--- config.mk ---
export PLATFORM = sky130hd
export DESIGN_NAME = stack_arbiter
export DESIGN_NICKNAME = d
export VERILOG_FILES = /design/src/rtl/stack_arbiter.sv
export SDC_FILE = /design/constraint.sdc
export NUM_CORES = 1
export LEC_CHECK = 0
export ABC_CLOCK_PERIOD_IN_PS = 1610
export CAP_MARGIN = 20
export CORE_MARGIN = 5
export CORE_UTILIZATION = 36
export CTS_BUF_LIST = sky130_fd_sc_hd__clkbuf_4 sky130_fd_sc_hd__clkbuf_8 sky130_fd_sc_hd__clkbuf_16
export CTS_CLUSTER_DIAMETER = 200
export DETAILED_ROUTE_END_ITERATION = 6
export PLACE_DENSITY = 0.74
export RECOVER_POWER = 100
export SYNTH_ARGS = -nofsm -noshare
export SYNTH_HDL_FRONTEND = slang
export SYNTH_SLANG_ARGS = --single-unit
--- constraint.sdc ---
create_clock -name clk -period 1.61 [get_ports clk]
set_clock_uncertainty 0.2 [all_clocks]
set_input_delay 0.322 -clock clk [delete_from_list [all_inputs] [get_ports clk]]
set_output_delay 0.322 -clock clk [all_outputs]
set_load 0.01 [all_outputs]
--- src/rtl/stack_arbiter.sv ---
// stack_arbiter: round-robin two-requester front end for a shared LIFO,
// rejecting overflow/underflow against a shadow occupancy count.
module stack_arbiter #(
  parameter int DEPTH = 4,
  parameter int WIDTH = 4,
  parameter int CW    = $clog2(DEPTH + 1)
) (
  input  logic             clk,
  input  logic             rst,
  input  logic             a_req,
  input  logic             a_op,
  input  logic [WIDTH-1:0] a_din,
  output logic             a_ack,
  input  logic             b_req,
  input  logic             b_op,
  input  logic [WIDTH-1:0] b_din,
  output logic             b_ack,
  output logic             err,
  output logic [WIDTH-1:0] rd_data,
  output logic             stk_push,
  output logic             stk_pop,
  output logic [WIDTH-1:0] stk_din,
  input  logic [WIDTH-1:0] stk_dout,
  output logic             stk_nrst,
  output logic [CW-1:0]    count,
  output logic             full,
  output logic             empty
);
  typedef enum logic [1:0] {IDLE, ISSUE, CAPTURE, RESP} state_t;
  state_t state, state_n;
  logic last, owner, op, bad;
  logic [WIDTH-1:0] din;
  logic gnt, sel, sel_op, sel_bad;
  always_comb begin
    gnt = a_req | b_req;
    sel = (a_req && b_req) ? ~last : b_req;
    sel_op = sel ? b_op : a_op;
    sel_bad = sel_op ? (count == '0) : (count == CW'(DEPTH));
    state_n = state == IDLE    ? (gnt ? (sel_bad ? RESP : ISSUE) : IDLE) :
              state == ISSUE   ? (op ? CAPTURE : RESP) :
              state == CAPTURE ? RESP : IDLE;
  end
  // last resets to B so that A wins the first contest
  always_ff @(posedge clk) begin
    if (rst) begin
      state   <= IDLE;
      count   <= '0;
      last    <= 1'b1;
      owner   <= 1'b0;
      op      <= 1'b0;
      bad     <= 1'b0;
      din     <= '0;
      rd_data <= '0;
    end else begin
      state <= state_n;
      if (state == IDLE && gnt) begin
        owner <= sel;
        last  <= sel;
        op    <= sel_op;
        bad   <= sel_bad;
        din   <= sel ? b_din : a_din;
      end
      if (state == ISSUE) count <= op ? count - CW'(1) : count + CW'(1);
      if (state == CAPTURE) rd_data <= stk_dout;
    end
  end
  assign a_ack    = state == RESP && !owner;
  assign b_ack    = state == RESP && owner;
  assign err      = state == RESP && bad;
  assign stk_push = state == ISSUE && !op;
  assign stk_pop  = state == ISSUE && op;
  assign stk_din  = din;
  assign stk_nrst = ~rst;
  assign full     = count == CW'(DEPTH);
  assign empty    = count == '0;
endmodule

==> run metrics <==
run status=finished, violations left; violated checks=setup timing; clk sinks=17; Pwr per Cell Area=1610 nW/um2; most common cell in the netlist=sky130_fd_sc_hd__dfxtp_1; met3 Resource Use GR=0.0245; Slew HR=0.812; maximum number of pins on one net before global-route repair=17; remaining global-route overflow=0; remaining design rule violation count=0; Critical-path top delay cell=sky130_fd_sc_hd__dfxtp_4; Post-synth top cells=17 x sky130_fd_sc_hd__dfxtp_1, 14 x sky130_fd_sc_hd__nor2_1, 9 x sky130_fd_sc_hd__mux2i_1, 6 x sky130_fd_sc_hd__a211oi_1, 6 x sky130_fd_sc_hd__inv_1; Critical path buffers and inverters=2; Core Footprint=2190 um2; worst setup slack after layout=-0.0608 ns; Crit. path cell count=4; Max H-tree Level=1; cell-by-cell listing of the critical path=inv_4, ha_4, and2_4, buf_6; Port Buffer Count=36; count of flip-flops with a built-in enable after synthesis=0; delay of the slowest critical-path stage=0.39 ns; setup repair after global routing missed its margin=yes; DRC marker count from the first detailed-route iteration=9; top cells by area, synth=sky130_fd_sc_hd__dfxtp_1 42%, sky130_fd_sc_hd__mux2i_1 11%, sky130_fd_sc_hd__nor2_1 6.4%, sky130_fd_sc_hd__ha_1 6.1%, sky130_fd_sc_hd__a211oi_1 5.5%; Cell Count, Final, Fillers Out=170; worst r2r path cells=6; Vias/cell=4.70; clock latency of the later-clocked register in the worst-skew pair=0.30 ns; period utilization=1.04; Leakage=0.000649 uW; net count after synthesis=110; leading area contributor after synthesis=sky130_fd_sc_hd__dfxtp_1; Hold WC Path Type=flop to flop; Crit path max-delay family=flip-flops; hpwl dp=1.76 mm; data arrival time of the critical path=1.15 ns; final-layout setup total negative slack=-0.106 ns; register area share after synthesis=0.415; Vert. Die Dim=57.7 um; Crit path required time=1.09 ns; global-route wire length before repair=3.72 mm; root cell of the clock tree=sky130_fd_sc_hd__clkbuf_4; asr flop ratio synth=0; number of pins with negative max-slew slack in the final report=0; placed cell count=164; fmax=599 MHz; Post-Syn Area=820 um2; IO Count=37; clock tree from TritonCTS=yes; Gate Count Post-Synth=87; CTS clk-pin slew, worst paths=0.10 ns; area of all placed cells without fillers=1400 um2; highest net fanout along the worst path=3; YS warnings=0; average footprint of a synthesized cell=9.42 um2; vias post-DR=799; nature of the critical path endpoint=output port; Min Clock Period, post-route=1.67 ns; area growth from synthesis to layout=70.5%; layer with the highest usage after global routing=met2; number of register bits inferred by synthesis=17; total die area=3330 um2; post-placement worst setup slack=-0.391 ns; routing usage on met2=0.250; Netlist cell types=23; via count of the first global-routing pass=820; global routing usage summed across all routing layers=0.143; Detailed Route WL=2.26 mm; die width=57.7 um; average routed wire per standard cell=13.3 um; Placed Instance Area=1330 um2; effective utilization at floorplan=0.374; nets@finish=166; antenna violations before repair=0; maximum capacitance violations=0; maximum number of buffers from clock root to sink=2; met1 Track Usage GR=0.160; Setup crit start kind=flop; WHS Path Cells=2; placement row count=17; setup-violating endpoint count in the final report=4; share of the synthesized area in the top cell type=0.415; number of nets still failing antenna checks after routing=0; Critical Setup Path Class=flop to output port; slew at the pin closest to its max-slew limit=0.282 ns; worst voltage drop across the vdd grid=0.000818 V; fraction of layout cells with a size suffix above 1=0.324; total iterations of the first detailed-routing run=4; final-report hold violation count=0; CTS buffer count=3; n_diodes=0; routability-driven placement congestion ratio=0.755; Hold-fix buffers, CTS=0; Most used DFF post-synth=sky130_fd_sc_hd__dfxtp_1
-- worst paths after layout --
path | from | end | slack (ns)
setup reg to reg | state[1] | bad | 0
setup / recovery | state[1] | stk_pop | -0.06
hold / removal | bad | bad | 0.28
hold reg to reg | bad | bad | 0.28
-- metrics by stage --
| step | hold slack (ns) | util | total power [uW] |
|---|---|---|---|
| after global routing | 0.306 | 0.638 | 2420 |
| after global placement | 0.252 | 0.607 | 1910 |
| after floorplan | 0.232 | - | 1280 |
| after CTS | 0.277 | 0.620 | 2180 |
| final | 0.281 | 0.638 | 2240 |
| after detailed placement | 0.249 | 0.607 | 1960 |
-- metal layers --
metal | routed length, um | up-vias
li1 | - | 406
met1 | 911 | 370
met3 | 82 | 5
met5 | 0 | -
met2 | 1210 | 18
met4 | 58 | 0
-- report_power, final --
part           switching [uW]  internal [uW]  total (uW)
combinational             588            690        1280
clock                     141            113         254
sequential                126            585         711
total                     855           1390        2240
-- sequential cells by signal, summed over array words and instances, names as in the netlist --
register  flops
owner         1
state         2
op            1
count         3
stk_din       4
bad           1
last          1
rd_data       4
-- cell usage in the layout (no fill, tap or decap), types with 2 or more instances in the layout --
cell type,count
sky130_fd_sc_hd__buf_2,4
sky130_fd_sc_hd__a21oi_1,2
sky130_fd_sc_hd__clkdlybuf4s50_1,15
sky130_fd_sc_hd__xor2_1,2
sky130_fd_sc_hd__mux2i_1,8
sky130_fd_sc_hd__nor2_1,14
sky130_fd_sc_hd__inv_1,3
sky130_fd_sc_hd__nand2_1,2
sky130_fd_sc_hd__dlygate4sd2_1,13
sky130_fd_sc_hd__clkbuf_4,5
sky130_fd_sc_hd__and3_1,2
sky130_fd_sc_hd__xnor2_1,2
sky130_fd_sc_hd__nor2b_1,2
sky130_fd_sc_hd__and2_4,2
sky130_fd_sc_hd__a211oi_1,6
sky130_fd_sc_hd__ha_1,2
sky130_fd_sc_hd__dfxtp_1,13
sky130_fd_sc_hd__ha_4,2
sky130_fd_sc_hd__dfxtp_2,3
sky130_fd_sc_hd__buf_4,17
sky130_fd_sc_hd__buf_6,3
sky130_fd_sc_hd__o21ai_0,2
sky130_fd_sc_hd__inv_2,2
-- timing repair --
action / in CTS / in global routing
pin swaps: 5 / 1
setup buffers: 1 / 1
resized for setup: 59 / 14
setup endpoints to repair: 26 / 16
-- worst reg2reg max path, cell delays in order, from the launching register on --
cell and delay, ns:
sky130_fd_sc_hd__dfxtp_4 0.38, sky130_fd_sc_hd__inv_4 0.06, sky130_fd_sc_hd__buf_4 0.09, sky130_fd_sc_hd__ha_1 0.22
sky130_fd_sc_hd__o21ai_0 0.11, sky130_fd_sc_hd__buf_4 0.16, sky130_fd_sc_hd__o41ai_1 0.28
-- cell families after synthesis --
family          synth area share
compound gates             0.151
xor+xnor                  0.0428
fa+ha+maj                 0.0855
buf+inv                   0.0458
flops                      0.415
mux                        0.110
simple gates               0.150
-- layout make-up --
type | instances | area (um2)
timing repair buffer | 55 | 462
clock buffer | 4 | 30.0
inverter | 6 | 25.0
sequential | 17 | 348
multi-input combinational | 60 | 498
fill | 199 | 793
tap | 28 | 35.0
(Power assumes the default switching activity.)
